<file path="config.mk">
export PLATFORM = sky130hd
export DESIGN_NAME = serial_adder
export DESIGN_NICKNAME = d
export VERILOG_FILES = /design/src/rtl/serial_adder_pkg.sv /design/src/rtl/serial_adder_full_adder.sv /design/src/rtl/serial_adder.sv
export SDC_FILE = /design/constraint.sdc
export NUM_CORES = 1
export LEC_CHECK = 0
export CORE_ASPECT_RATIO = 0.9
export CORE_MARGIN = 2
export CORE_UTILIZATION = 35
export DETAILED_ROUTE_END_ITERATION = 6
export GPL_TIMING_DRIVEN = 1
export PLACE_DENSITY = 0.57
export SETUP_SLACK_MARGIN = 0.2
export SYNTH_ARGS = -nofsm -noshare
export SYNTH_HDL_FRONTEND = slang
export SYNTH_SLANG_ARGS = --single-unit
</file>
<file path="constraint.sdc">
create_clock -name clk -period 1.7 [get_ports clk]
set_clock_uncertainty 0.2 [all_clocks]
set_input_delay 0.34 -clock clk [delete_from_list [all_inputs] [get_ports clk]]
set_output_delay 0.34 -clock clk [all_outputs]
set_load 0.05 [all_outputs]
</file>
<file path="src/rtl/serial_adder_pkg.sv">
// Shared definitions for the bit-serial add/subtract family: control state
// encoding and parameter legality helpers.
package serial_adder_pkg;

  localparam logic [1:0] ST_IDLE = 2'd0;
  localparam logic [1:0] ST_RUN  = 2'd1;
  localparam logic [1:0] ST_DONE = 2'd2;

  localparam int SA_WIDTH_MIN = 1;
  localparam int SA_WIDTH_MAX = 32;

  function automatic bit sa_width_legal(input int w);
    return (w >= SA_WIDTH_MIN) && (w <= SA_WIDTH_MAX);
  endfunction

  // Bit counter must index 0..w-1; a one-bit operand still needs one bit.
  function automatic int sa_cnt_width(input int w);
    return (w > 1) ? $clog2(w) : 1;
  endfunction

endpackage

</file>
<file path="src/rtl/serial_adder_full_adder.sv">
// Single-bit full-adder cell used for the per-bit step of the serial adder.
module full_adder (
  input  logic a,
  input  logic b,
  input  logic c,
  output logic sum,
  output logic cout
);

  assign sum  = a ^ b ^ c;
  assign cout = (a & b) | (c & (a ^ b));

endmodule

</file>
<file path="src/rtl/serial_adder.sv">
// Bit-serial adder: one full-adder step per clock, LSB first, with a
// start/busy/done handshake and results held until the next accepted start.
module serial_adder
  import serial_adder_pkg::*;
#(
  parameter int WIDTH = 8
) (
  input  logic             clk,
  input  logic             rst,
  input  logic             start,
  input  logic [WIDTH-1:0] a,
  input  logic [WIDTH-1:0] b,
  input  logic             cin,
  output logic             busy,
  output logic             done,
  output logic [WIDTH-1:0] sum,
  output logic             cout
);

  localparam int            CW       = sa_cnt_width(WIDTH);
  localparam logic [CW-1:0] CNT_LAST = CW'(WIDTH - 1);
  localparam logic [CW-1:0] CNT_ONE  = CW'(1);

  if (!sa_width_legal(WIDTH)) begin : g_width_check
    $error("serial_adder: WIDTH must be within 1..32");
  end

  logic [1:0]       state_q, state_d;
  logic [CW-1:0]    cnt_q, cnt_d;
  logic [WIDTH-1:0] a_sr_q, a_sr_d;
  logic [WIDTH-1:0] b_sr_q, b_sr_d;
  logic             carry_q, carry_d;
  logic [WIDTH-1:0] res_q, res_d;
  logic [WIDTH-1:0] sum_q, sum_d;
  logic             cout_q, cout_d;
  logic             busy_q, busy_d;
  logic             done_q, done_d;

  logic             fa_sum;
  logic             fa_cout;
  logic [WIDTH:0]   res_shift;

  full_adder u_fa (
    .a    (a_sr_q[0]),
    .b    (b_sr_q[0]),
    .c    (carry_q),
    .sum  (fa_sum),
    .cout (fa_cout)
  );

  // New sum bit enters at the MSB; the concatenation keeps WIDTH=1 legal.
  assign res_shift = {fa_sum, res_q};

  // Next-state, datapath and registered-output decode for the control FSM.
  always_comb begin
    state_d = state_q;
    cnt_d   = cnt_q;
    a_sr_d  = a_sr_q;
    b_sr_d  = b_sr_q;
    carry_d = carry_q;
    res_d   = res_q;
    sum_d   = sum_q;
    cout_d  = cout_q;
    busy_d  = 1'b0;
    done_d  = 1'b0;
    case (state_q)
      ST_IDLE: begin
        if (start) begin
          state_d = ST_RUN;
          a_sr_d  = a;
          b_sr_d  = b;
          carry_d = cin;
          cnt_d   = {CW{1'b0}};
          res_d   = {WIDTH{1'b0}};
          busy_d  = 1'b1;
        end else begin
          state_d = ST_IDLE;
        end
      end
      ST_RUN: begin
        a_sr_d  = a_sr_q >> 1'b1;
        b_sr_d  = b_sr_q >> 1'b1;
        carry_d = fa_cout;
        res_d   = res_shift[WIDTH:1];
        // Counter holds on the final bit so it never wraps for WIDTH=2^k.
        if (cnt_q == CNT_LAST) begin
          state_d = ST_DONE;
          sum_d   = res_shift[WIDTH:1];
          cout_d  = fa_cout;
          done_d  = 1'b1;
        end else begin
          state_d = ST_RUN;
          cnt_d   = cnt_q + CNT_ONE;
          busy_d  = 1'b1;
        end
      end
      ST_DONE: begin
        state_d = ST_IDLE;
      end
      default: begin
        state_d = ST_IDLE;
      end
    endcase
  end

  // State and datapath registers with synchronous reset.
  always_ff @(posedge clk) begin
    if (rst) begin
      state_q <= ST_IDLE;
      cnt_q   <= {CW{1'b0}};
      a_sr_q  <= {WIDTH{1'b0}};
      b_sr_q  <= {WIDTH{1'b0}};
      carry_q <= 1'b0;
      res_q   <= {WIDTH{1'b0}};
      sum_q   <= {WIDTH{1'b0}};
      cout_q  <= 1'b0;
      busy_q  <= 1'b0;
      done_q  <= 1'b0;
    end else begin
      state_q <= state_d;
      cnt_q   <= cnt_d;
      a_sr_q  <= a_sr_d;
      b_sr_q  <= b_sr_d;
      carry_q <= carry_d;
      res_q   <= res_d;
      sum_q   <= sum_d;
      cout_q  <= cout_d;
      busy_q  <= busy_d;
      done_q  <= done_d;
    end
  end

  assign busy = busy_q;
  assign done = done_q;
  assign sum  = sum_q;
  assign cout = cout_q;

endmodule
</file>
# Yosys cells after proc, flatten, opt, wreduce, memory -nomap -nowiden

Cells that the tools add are included.

Input bits: 20
Flip-flop bits (word level): 41
Word-level logic and storage cells: 45

$add $sub $neg: 1
Reductions and logical operators: 6
Equal/unequal tests: 4
Mux-type cells: 18
Bitwise operators: 6

Operator list:

| cell                                          | number |
|---|---|
| one-hot mux 8 bit (2 select lines)            | 3 |
| 2-to-1 mux 8 bit                              | 3 |
| 2-to-1 mux 3 bit                              | 2 |
| one-hot mux 3 bit (2 select lines)            | 1 |
| 2-to-1 mux 1 bit                              | 5 |
| != test 2 bit, second input constant          | 2 |
| one-hot mux 1 bit (2 select lines)            | 2 |
| one-hot mux 2 bit (2 select lines)            | 1 |
| AND reduction 2 bit                           | 2 |
| adder 3 x 1 -> 3 bit, second input constant   | 1 |
| == test 3 bit, second input constant          | 1 |
| AND reduction 3 bit                           | 1 |
| AND 1 bit                                     | 2 |
| == test 2 x 1 -> 1 bit, second input constant | 1 |
| zero test 2 bit                               | 1 |
| 2-to-1 mux 2 bit                              | 1 |
| nonzero test 2 bit                            | 1 |
| OR reduction 2 bit                            | 1 |
| bitwise XOR 1 bit                             | 2 |
| inverter 1 bit                                | 1 |
| OR 1 bit                                      | 1 |

# Logic depth before layout (Yosys ltp)

Gate-level depths: netlist of the first run.

Depth after elaboration: 4
Gate-level depth with buffers: 7

# Modules after synthesis

From an unflattened synthesis of the first run, not the netlist that was laid out.

Cell total of the unflattened synthesis: 173
Area total of the unflattened synthesis: 1602.8 um2

Modules (own cells, without submodules):

| module       | cells each | area an instance (um2) | instances | sequential area each (um2) |
|---|---|---|---|---|
| serial_adder | 172        | 1582.8                 | 1         | 780.7 |
| full_adder   | 1          | 20.0                   | 1         | 0.0 |

# Worst setup path before layout of the first run

OpenSTA, ideal clock, no wires.

Path kind: register -> register
Start point: register state_q[0]
End point: register sum_q[7] (netlist: sum[7])
Data required time: 1.368 ns
Stages on the path, launching flop included: 6
Path slack: 0.037 ns
Path buffers: 2
Clock period less this slack: 1.663 ns
Data arrival time: 1.331 ns
Path through: dfxtp_1 > buf_4 > nand3b_1 > buf_2 > nand2_1 > a21oi_1

Cells in the longest elaborated chain, start to end: 2

RTL lines:

| item                                 | RTL line            | source |
|---|---|---|
| start, declared                      | serial_adder.sv:28  | `logic [1:0] state_q, state_d;` |
| start signal, assigned               | serial_adder.sv:120 | `state_q <= state_d;` |
| == test 2 x 1 -> 1 bit               | serial_adder.sv:66  | `case (state_q)` |
| AND reduction 2 bit (no source line) | -                   |  |
| end signal, assigned                 | serial_adder.sv:115 | `sum_q <= {WIDTH{1'b0}};` |
| end signal, assigned                 | serial_adder.sv:126 | `sum_q <= sum_d;` |
| end, declared                        | serial_adder.sv:34  | `logic [WIDTH-1:0] sum_q, sum_d;` |

No other way between the ends.
A chain may end at the register's enable or synchronous reset.

# Worst setup path after layout of the first run

Start point: register cnt_q[0]
End point: register sum_q[0] (netlist: sum[0])

Cells in the longest elaborated chain, start to end: 2

RTL lines:

| item                                 | RTL line            | source |
|---|---|---|
| start, declared                      | serial_adder.sv:29  | `logic [CW-1:0] cnt_q, cnt_d;` |
| start signal, assigned               | serial_adder.sv:110 | `cnt_q <= {CW{1'b0}};` |
| start signal, assigned               | serial_adder.sv:121 | `cnt_q <= cnt_d;` |
| == test 3 bit                        | serial_adder.sv:86  | `if (cnt_q == CNT_LAST) begin` |
| AND reduction 2 bit (no source line) | -                   |  |

No other way between the ends.

==> impl_metrics.py, run 1 <==
metrics = {
    "status": {
        "outcome": "finished clean",
    },
    "floorplan": {
        "dieWidth_um": 74.8,
        "die_h_um": 67.7,
        "die-area_um2": 5070,
        "fp-row-count": 23,
        "core_area_um2": 4400,
        "start_util": 0.359,
        "ios": 31,
    },
    "clock_network": {
        "cts_sinks": 39,
        "insertion_delay_ns": 0.30,
        "htreeDepth": 2,
        "cts_root_buffer": "clkbuf_8",
        "cts.path.max_buffers": 2,
        "cts_tree": "yes",
        "hold_buffers": 0,
        "cts_buffers": 5,
        "path_clk_slew_ns": 0.08,
    },
    "global_route": {
        "antenna_found_initial": 0,
        "overflow": 0,
        "grt_pass1_vias": 1340,
        "gr-usage-all-layers": 0.160,
        "grt_pass1_wl_mm": 6.04,
        "grt_max_degree": 40,
    },
    "finish": {
        "nFillCells": 390,
        "seqCellArea_um2": 791,
        "multiInputGateArea_um2": 764,
        "syn_to_final_growth_pct": 44.8,
        "fin_cells": 269,
        "antennaDiodeCount": 0,
        "final_common_cell": "dfxtp_1",
        "nets": 229,
        "drive_gt1_frac": 0.232,
        "final_cell_mix": "dfxtp_1 (35), nor2_1 (25), clkdlybuf4s50_1 (18)",
    },
    "drt": {
        "wl_per_cell_um": 13.9,
        "drt-pass1-iter-count": 4,
        "drt_iter0_drc": 94,
        "vias": 1386,
        "ant_nets": 0,
        "drcViolationCount": 0,
        "routed_via_density": 5.15,
        "wirelength_mm": 3.75,
    },
    "pwr": {
        "power.switching_mw": 0.472,
        "pwr-share-comb": 0.117,
        "ir_drop_v": 0.000561,
        "p_leak_nw": 0.837,
        "p_per_area_nw_per_um2": 887,
        "p_sw_frac": 0.233,
        "p_int_mw": 1.56,
        "seqPwrFrac": 0.486,
        "power_frac_clock": 0.397,
    },
    "timing": {
        "rsz0062_at_grt": "yes",
        "finalSetupTns_ns": 0,
        "hold_violations": 0,
        "worstMarginPinSlew_ns": 0.364,
        "fmax_ghz": 0.701,
        "setup_ws_ns": 0.273,
        "period_needed_ns": 1.43,
        "finalCritPeriodShare": 0.839,
        "slew_headroom": 0.757,
        "slew_violations": 0,
        "setup_violations": 0,
    },
    "yosys": {
        "syn_inst": 173,
        "ys_ff_latch": 39,
        "synth-seq-area-share": 0.494,
        "synthesis.nets": 196,
        "yosysWarnings": 0,
        "avgSynthCellArea_um2": 9.13,
        "syn-cell-area_um2": 1580,
        "ys_types": 24,
    },
    "place": {
        "io_buffers": 30,
        "post-place-ws_ns": -0.136,
        "place_inst": 256,
        "gp_congestion": 0.761,
        "dp_hpwl_mm": 2.40,
    },
    "min_path": {
        "worstHoldPathType": "reg -> reg",
    },
    "critical_path": {
        "cpMostUsedCell": "ha_4",
        "end_kind": "flop",
        "critical_path_class": "reg -> reg",
        "cp_max_fo": 6,
        "cp-startpoint": "cnt_q[0]",
        "critPathBufInv": 1,
        "cpLargestDelayFamily": "flip-flops",
        "cpMaxStageDelayCell": "dfxtp_4",
        "cp.required_ns": 1.74,
        "reg2reg_setup_slack_ns": 0.27,
        "reg2reg_from": "cnt_q[0]",
        "r2r_cells": 6,
        "r2r-end": "sum[0]",
        "crit_path_start_kind": "flop",
        "path_cells": "ha_4, ha_4, nand3b_1, buf_6, nand2_1, a21oi_2",
        "max_stage_delay_ns": 0.35,
        "crit_end": "sum[0]",
        "arrival_ns": 1.47,
        "cp.depth": 6,
    },
    "flow_run": {
        "maxCapViolCount": 0,
    },
}
[power groups by stage]
stage                     sequential (mW)  clock (mW)  combinational (mW)
after floorplan                      1.00           0               0.138
after global placement               1.00           0               0.216
after detailed placement             1.01           0               0.221
after CTS                           0.984       0.824               0.224
after global routing                0.990       0.869               0.260
final                               0.985       0.805               0.237
[state kept, by name (all words and copies together), names as in the netlist]
| name | flops |
|---|---|
| done | 1 |
| cout | 1 |
| state_q | 2 |
| b_sr_q | 8 |
| cnt_q | 3 |
| res_q | 7 |
| carry_q | 1 |
| a_sr_q | 8 |
| sum | 8 |
[cell type report]
type	count	share of cell area
Inverter	2	0.00328
Timing Repair Buffer	41	0.231
Clock buffer	6	0.0361
Sequential cell	39	0.346
Multi-Input combinational cell	117	0.334
Clock inverter	2	0.0153
Tap cell	62	0.0339
[worst min path at each step]
stage	startpoint	to	slack, ns	cells after the start
after floorplan	res_q[1]	sum[0]	0.24	2
after global placement	res_q[1]	sum[0]	0.26	2
after detailed placement	res_q[1]	sum[0]	0.28	2
after CTS	sum[5]	sum[5]	0.30	2
after global routing	sum[4]	sum[4]	0.31	2
final	sum[1]	sum[1]	0.29	2
[cell usage after synthesis]
cell	count	area share
a22oi_1	7	0.033
nor2_1	25	0.059
o22ai_1	11	0.044
buf_2	5	0.016
nand3b_1	1	0.0048
nand2b_1	3	0.012
mux2i_1	6	0.038
nor3_1	2	0.0063
ha_1	2	0.016
nand2_1	12	0.029
a21oi_1	10	0.032
buf_4	4	0.019
nand3_1	13	0.041
o21ba_4	1	0.010
fa_1	1	0.013
clkbuf_1	5	0.012
o21bai_1	1	0.0048
nor2b_1	1	0.0040
dfxtp_1	39	0.49
a31oi_1	3	0.012
inv_1	2	0.0048
buf_6	2	0.014
a211oi_1	16	0.076
nor4b_1	1	0.0055
[worst reg2reg max path, cell delays in order (launching register included)]
cell and delay (ns):
dfxtp_4 0.35, ha_4 0.16, ha_4 0.17, nand3b_1 0.14, buf_6 0.15, nand2_1 0.07, a21oi_2 0.12
[through the flow]
| step | hold WS (ns) | area, µm² | power [mW] | utilization |
|---|---|---|---|---|
| global placement | 0.263 | 2050 | 1.22 | 0.465 |
| finish | 0.290 | 2290 | 2.03 | 0.519 |
| CTS | 0.295 | 2180 | 2.03 | 0.494 |
| floorplan | 0.243 | 1590 | 1.14 | - |
| detailed placement | 0.281 | 2050 | 1.23 | 0.465 |
| global route | 0.313 | 2290 | 2.12 | 0.519 |
[routing by layer]
layer  global-route usage  wire length, µm  share of wire
met5                    0                0              0
met4               0.0647               54          0.014
met2                0.247             1750           0.47
met1                0.200             1730           0.46
met3               0.0612              216          0.058
[timing repair]
action,in CTS,in global routing
pin swaps,0,3
cloned,0,2
setup endpoints to repair,14,23
buffers inserted,0,3
gates resized for setup,3,20
[cells by family (layout without fill, tap and decap cells)]
family	Yosys count	after routing	synth area share
compound gates	49	50	0.212
fa+ha+maj	3	3	0.0285
buf+inv	18	51	0.0658
flops	39	39	0.494
mux	6	6	0.0380
simple gates	58	58	0.162
(Power assumes the default switching activity.)
==> run 2: changes to the inputs <==
--- a/config.mk
+++ b/config.mk
@@ -10,7 +10,7 @@
 export CORE_UTILIZATION = 35
 export DETAILED_ROUTE_END_ITERATION = 6
 export GPL_TIMING_DRIVEN = 1
-export PLACE_DENSITY = 0.57
+export PLACE_DENSITY = 0.59
 export SETUP_SLACK_MARGIN = 0.2
 export SYNTH_ARGS = -nofsm -noshare
 export SYNTH_HDL_FRONTEND = slang
==> constraint.sdc (replaced) <==
create_clock -name clk -period 1.2 [get_ports clk]
set_clock_uncertainty 0.2 [all_clocks]
set_input_delay 0.24 -clock clk [delete_from_list [all_inputs] [get_ports clk]]
set_output_delay 0.24 -clock clk [all_outputs]
set_load 0.05 [all_outputs]
==> run 2 against run 1 <==
Compared with the run above: the flow now finishes with violations (negative setup slack); global-route usage is 4.1 points higher; core utilization grew 12 points; via count up 9.9%; cell count up 8.9%; register-to-register slack got worse by 0.51 ns; sequential share of layout area is 5.7 points lower; setup slack got worse by 0.52 ns; total power rose by 37%; critical path depth is 3 lower; critical endpoint is now busy.
==> impl_metrics.py, run 2 (synthesis gave the netlist of run 1 again) <==
metrics = {
    "finish": {
        "nets": 253,
        "final_common_cell": "dfxtp_1",
        "final_area_um2": 2820,
        "drive_gt1_frac": 0.641,
        "antennaDiodeCount": 0,
        "final_cell_mix": "dfxtp_1 (22), buf_4 (21), clkdlybuf4s50_1 (18)",
        "syn_to_final_growth_pct": 78.5,
    },
    "critical_path": {
        "reg2reg_setup_slack_ns": -0.24,
        "r2r-end": "sum[4]",
        "critical_path_class": "reg -> out",
        "reg2reg_from": "cnt_q[0]",
        "cp.required_ns": 0.76,
        "cp_max_fo": 4,
        "cp-startpoint": "state_q[0]",
        "crit_path_start_kind": "flop",
        "end_kind": "output port",
        "r2r_cells": 6,
        "arrival_ns": 1.01,
    },
    "global_route": {
        "grt_max_degree": 26,
        "overflow": 0,
        "gr-usage-all-layers": 0.200,
        "grt_pass1_vias": 1513,
        "antenna_found_initial": 0,
        "grt_pass1_wl_mm": 7.38,
    },
    "min_path": {
        "holdPathEnd": "sum[0]",
        "hold_path_startpoint": "res_q[1]",
        "worstHoldPathType": "reg -> reg",
        "hold_depth": 2,
    },
    "pwr": {
        "ir_drop_v": 0.000749,
        "p_leak_nw": 1.01,
        "fin_total_pwr_mw": 2.77,
        "p_per_area_nw_per_um2": 983,
    },
    "clock_network": {
        "hold_buffers": 0,
        "path_clk_slew_ns": 0.07,
        "htreeDepth": 2,
        "cts_tree": "yes",
        "cts_buffers": 5,
        "insertion_delay_ns": 0.29,
        "cts.path.max_buffers": 2,
        "cts_root_buffer": "clkbuf_8",
        "cts_sinks": 39,
    },
    "flow_run": {
        "maxCapViolCount": 0,
    },
    "timing": {
        "worstMarginPinSlew_ns": 0.318,
        "hold_violations": 0,
        "rsz0062_at_grt": "yes",
        "slew_headroom": 0.788,
        "slew_violations": 0,
        "setup_violations": 50,
        "period_needed_ns": 1.45,
        "finalCritPeriodShare": 1.21,
        "fmax_ghz": 0.691,
        "setup_ws_ns": -0.248,
    },
    "floorplan": {
        "die_h_um": 67.7,
        "ios": 31,
        "core_area_um2": 4400,
        "start_util": 0.359,
        "fp-row-count": 23,
        "dieWidth_um": 74.8,
        "die-area_um2": 5070,
    },
    "drt": {
        "ant_nets": 0,
        "wirelength_mm": 4.68,
        "routed_via_density": 5.20,
        "drcViolationCount": 0,
        "drt-pass1-iter-count": 4,
        "drt_iter0_drc": 69,
        "vias": 1523,
        "wl_per_cell_um": 16.0,
    },
    "place": {
        "gp_congestion": 0.718,
        "io_buffers": 30,
        "dp_hpwl_mm": 2.67,
        "post_dp_cell_area_um2": 2220,
    },
    "status": {
        "outcome": "complete, but fails checks",
        "violations": "negative setup slack",
    },
}
[run 2: cell types whose count changed in the layout (fill, tap and decap cells not counted), moves of 5 or more]
cell / previous run / this run
nor2_1: 25 / 12
nand2_2: 2 / 7
a22oi_1: 7 / 2
a211oi_2: 0 / 13
nor2_2: 0 / 10
a211oi_1: 16 / 3
buf_6: 2 / 10
o22ai_1: 11 / 0
a22oi_2: 0 / 5
o22ai_2: 0 / 10
buf_4: 7 / 21
dfxtp_2: 2 / 12
dfxtp_1: 35 / 22
nand2_1: 10 / 3
[run 2: worst max path at each step]
| stage | end | slack [ns] | cells after the start |
|---|---|---|---|
| 2_1_floorplan | sum[7] | -0.22 | 7 |
| 3_3_place_gp | a_sr_q[0] | -0.50 | 4 |
| 3_5_place_dp | b_sr_q[6] | -0.58 | 4 |
| 4_1_cts | busy | -0.25 | 3 |
| 5_1_grt | sum[6] | -0.30 | 6 |
| 6_report | busy | -0.25 | 3 |
[run 2: what timing repair did]
item,CTS,global route
endpoints found under the setup margin,50,50
pin swaps,24,22
gates resized for setup,56,42
buffers inserted,10,4
gates cloned,3,1
[run 2: cell type report]
| type | count | area [µm²] |
|---|---|---|
| multi-input combinational | 118 | 1100 |
| timing repair buffer | 63 | 722 |
| sequential | 39 | 815 |
| tap | 62 | 77.6 |
| clock buffer | 7 | 76.3 |
| clock inverter | 1 | 5.00 |
| fill | 337 | 1580 |
| timing repair inverter | 1 | 7.51 |
| inverter | 2 | 11.3 |
[run 2: layer usage]
| layer | vias to the layer above | wire (µm) | GRT usage |
|---|---|---|---|
| met4 | 0 | 83 | 0.0938 |
| li1 | 738 | - | - |
| met2 | 22 | 2450 | 0.343 |
| met1 | 753 | 2010 | 0.238 |
| met3 | 10 | 138 | 0.0448 |
| met5 | - | 0 | 0 |
[run 2: where the power goes]
part           leakage, nW  switching [mW]  internal (mW)  total (mW)
clock               0.0422           0.440          0.407       0.847
combinational        0.635           0.243          0.277       0.520
sequential           0.328          0.0581           1.35        1.40
[run 2: critical path, stage by stage, from the launching register on]
cell and delay, ns:
dfxtp_4 0.36, buf_6 0.11, buf_6 0.11, buf_12 0.13
[run 2: per-stage QoR]
step | cells | setup slack [ns] | utilization | hold slack (ns) | TNS (ns)
detailed placement | 267 | -0.581 | 0.503 | 0.257 | -16.33
global placement | 267 | -0.496 | 0.503 | 0.249 | -14.43
global route | 293 | -0.300 | 0.640 | 0.311 | -8.38
CTS | 288 | -0.254 | 0.593 | 0.275 | -6.33
finish | 293 | -0.248 | 0.640 | 0.294 | -5.96
floorplan | 173 | -0.217 | - | 0.236 | -3.61
==> run 3: changes to the inputs <==
--- a/config.mk
+++ b/config.mk
@@ -8,6 +8,7 @@
 export CORE_ASPECT_RATIO = 0.9
 export CORE_MARGIN = 2
 export CORE_UTILIZATION = 35
+export CTS_CLUSTER_SIZE = 16
 export DETAILED_ROUTE_END_ITERATION = 6
 export GPL_TIMING_DRIVEN = 1
 export PLACE_DENSITY = 0.59
==> results of run 3 <==
No change in the layout: final DEF, timing and power equal those of run 2.
==> edit (settings of run 2) <==
Put one more register stage on the output `sum`, with the module's reset. The value now appears one clock later. The other outputs are not delayed to match.
--- a/src/rtl/serial_adder.sv
+++ b/src/rtl/serial_adder.sv
@@ -22,2 +22,4 @@
   localparam logic [CW-1:0] CNT_ONE  = CW'(1);
+
+  logic [WIDTH-1:0] sum_c;
 
@@ -134,5 +136,13 @@
   assign done = done_q;
-  assign sum  = sum_q;
+  assign sum_c = sum_q;
   assign cout = cout_q;
 
+  always_ff @(posedge clk) begin
+    if (rst) begin
+      sum <= '0;
+    end else begin
+      sum <= sum_c;
+    end
+  end
+
 endmodule
Function: changed (Yosys sat finds a counterexample within 10 cycles, from zero or initial values and one cycle with rst high).
==> edit against run 2 <==
The flow still finishes with violations (setup timing). Final area rose by 22%. Routed wire length up 17%. Power is 34% higher. Sequential cell count grew 8. Worst setup slack worse by 0.21 ns. Area after synthesis increased by 14%. Via count is 11% higher. Critical path type is now reg -> reg. Highest routed layer unchanged.
==> edit: results (changes against run 2) <==
{| class="wikitable"
! Metric !! Value
|-
| Run status || finished with violations (unchanged)
|-
| DRT met1 WL || 2.34 mm (was 2.01 mm)
|-
| Setup crit end || cnt_q[0]$_SDFFE_PP0P_ (was busy)
|-
| GRT met1 Usage || 23.0% (was 23.8%)
|-
| Syn nets || 229 (was 196)
|-
| Main area contributors after synthesis || sky130_fd_sc_hd__dfxtp_1 (52%), sky130_fd_sc_hd__a21oi_1 (8.3%), sky130_fd_sc_hd__nand2_1 (6.5%) (was sky130_fd_sc_hd__dfxtp_1 (49%), sky130_fd_sc_hd__a211oi_1 (7.6%), sky130_fd_sc_hd__nor2_1 (5.9%))
|-
| Final weighted congestion of routability-driven global placement || 0.757 (was 0.718)
|-
| Max Root-Sink Buffers || 2 (unchanged)
|-
| Power consumption || 3.72 mW (was 2.77 mW)
|-
| Initial antenna violation count || 0 (unchanged)
|-
| Routed length on met2 || 2.89 mm (was 2.45 mm)
|-
| N_diodes || 0 (unchanged)
|-
| Actual slew at the worst max-slew pin || 0.264 ns (was 0.318 ns)
|-
| Portion of total power attributed to the clock network || 32.5% (was 30.6%)
|-
| Failing checks || setup timing (unchanged)
|-
| Maximum number of pins on one net before global-route repair || 15 (was 26)
|-
| Final #Nets || 288 (was 253)
|-
| Power dissipated in combinational cells || 0.818 mW (was 0.520 mW)
|-
| Leakage power of the design || 1.27 nW (was 1.01 nW)
|-
| GRT met2 Usage || 31.0% (was 34.3%)
|-
| Maximum ir drop on the vdd rail || 561 uV (was 749 uV)
|-
| Area post-placement || 0.00255 mm2 (was 0.00222 mm2)
|-
| Routed wire length || 5.49 mm (was 4.68 mm)
|-
| Part of the Yosys area used for sequential elements || 52.2% (was 49.4%)
|-
| Gr usage total || 18.3% (was 20.0%)
|-
| Setup TNS Final || -11.34 ns (was -5.96 ns)
|-
| Amount of wire on met3 after detailed routing || 171 um (was 138 um)
|-
| Length in cells of the worst reg-to-reg path || 5 (was 6)
|-
| Cell-internal power || 2.74 mW (was 2.03 mW)
|-
| Number of library cell types mapped by synthesis || 29 (was 24)
|-
| Cell types with the highest counts after synthesis || sky130_fd_sc_hd__dfxtp_1 (47), sky130_fd_sc_hd__nand2_1 (31), sky130_fd_sc_hd__a21oi_1 (30) (was sky130_fd_sc_hd__dfxtp_1 (39), sky130_fd_sc_hd__nor2_1 (25), sky130_fd_sc_hd__a211oi_1 (16))
|-
| Worst setup slack after layout || -0.458 ns (was -0.248 ns)
|-
| Minimum setup slack after placement || -0.554 ns (was -0.581 ns)
|-
| Setup-failing EPs final || 50 (unchanged)
|-
| Average vias per placed instance || 5.13 (was 5.20)
|-
| Kind of path behind the tightest hold check || in -> reg (was reg -> reg)
|-
| R2R Path Start || cnt_q[1]$_SDFFE_PP0P_ (was cnt_q[0]$_SDFFE_PP0P_)
|-
| Max-cap violation count || 0 (unchanged)
|-
| Global-route wire length before repair || 8.14 mm (was 7.38 mm)
|-
| Share of cells above drive strength 1 || 65.0% (was 64.1%)
|-
| GR Util met3 || 4.23% (was 4.48%)
|-
| Placed cell count || 306 (was 267)
|}
[edit: cell types whose count changed after synthesis, sizes merged, moves of 8 or more]
cell,change
dfxtp,+8
o22ai,-11
a21oi,+21
nor2b,+8
nand2,+19
[edit: area by class of cell]
class / instances / area (um2)
multi-input combinational: 141 / 1280
tap: 65 / 81.3
timing repair buffer: 70 / 988
fill: 331 / 1470
clock buffer: 6 / 82.6
clock inverter: 2 / 35.0
sequential: 47 / 965
[edit: critical path, stage by stage, from the launching register on]
cell and delay (ns):
sky130_fd_sc_hd__dfxtp_2 0.34, sky130_fd_sc_hd__ha_4 0.16, sky130_fd_sc_hd__ha_4 0.15, sky130_fd_sc_hd__or3b_4 0.40, sky130_fd_sc_hd__or2_1 0.24, sky130_fd_sc_hd__a21oi_2 0.11
[edit: cell families after synthesis]
logic type,after synthesis,share of synthesized area (%)
compound gates,53,18.2
fa+ha+maj,3,2.50
buf+inv,18,4.93
simple gates,85,22.2
flops,47,52.2
[edit: how the worst min path moves through the flow]
stage,slack [ns],start,depth (start not counted),end
after floorplan,0.12,rst,1,sum[0]$_SDFF_PP0_
after global placement,0.24,sum_c[6]$_SDFFE_PP0P_,2,sum_c[6]$_SDFFE_PP0P_
after detailed placement,0.25,sum_c[1]$_SDFFE_PP0P_,2,sum_c[1]$_SDFFE_PP0P_
after CTS,0.18,rst,3,sum[0]$_SDFF_PP0_
after global routing,0.18,rst,3,done$_SDFF_PP0_
final,0.18,rst,3,done$_SDFF_PP0_
[edit: timing repair]
| item | CTS | global route |
|---|---|---|
| setup endpoints to repair | 57 | 50 |
| cloned | 6 | 0 |
| gates resized for setup | 84 | 58 |
| pin swaps | 41 | 26 |
| endpoints found under the hold margin | 0 | 0 |
| setup buffers | 8 | 3 |
| hold buffers | 0 | 0 |
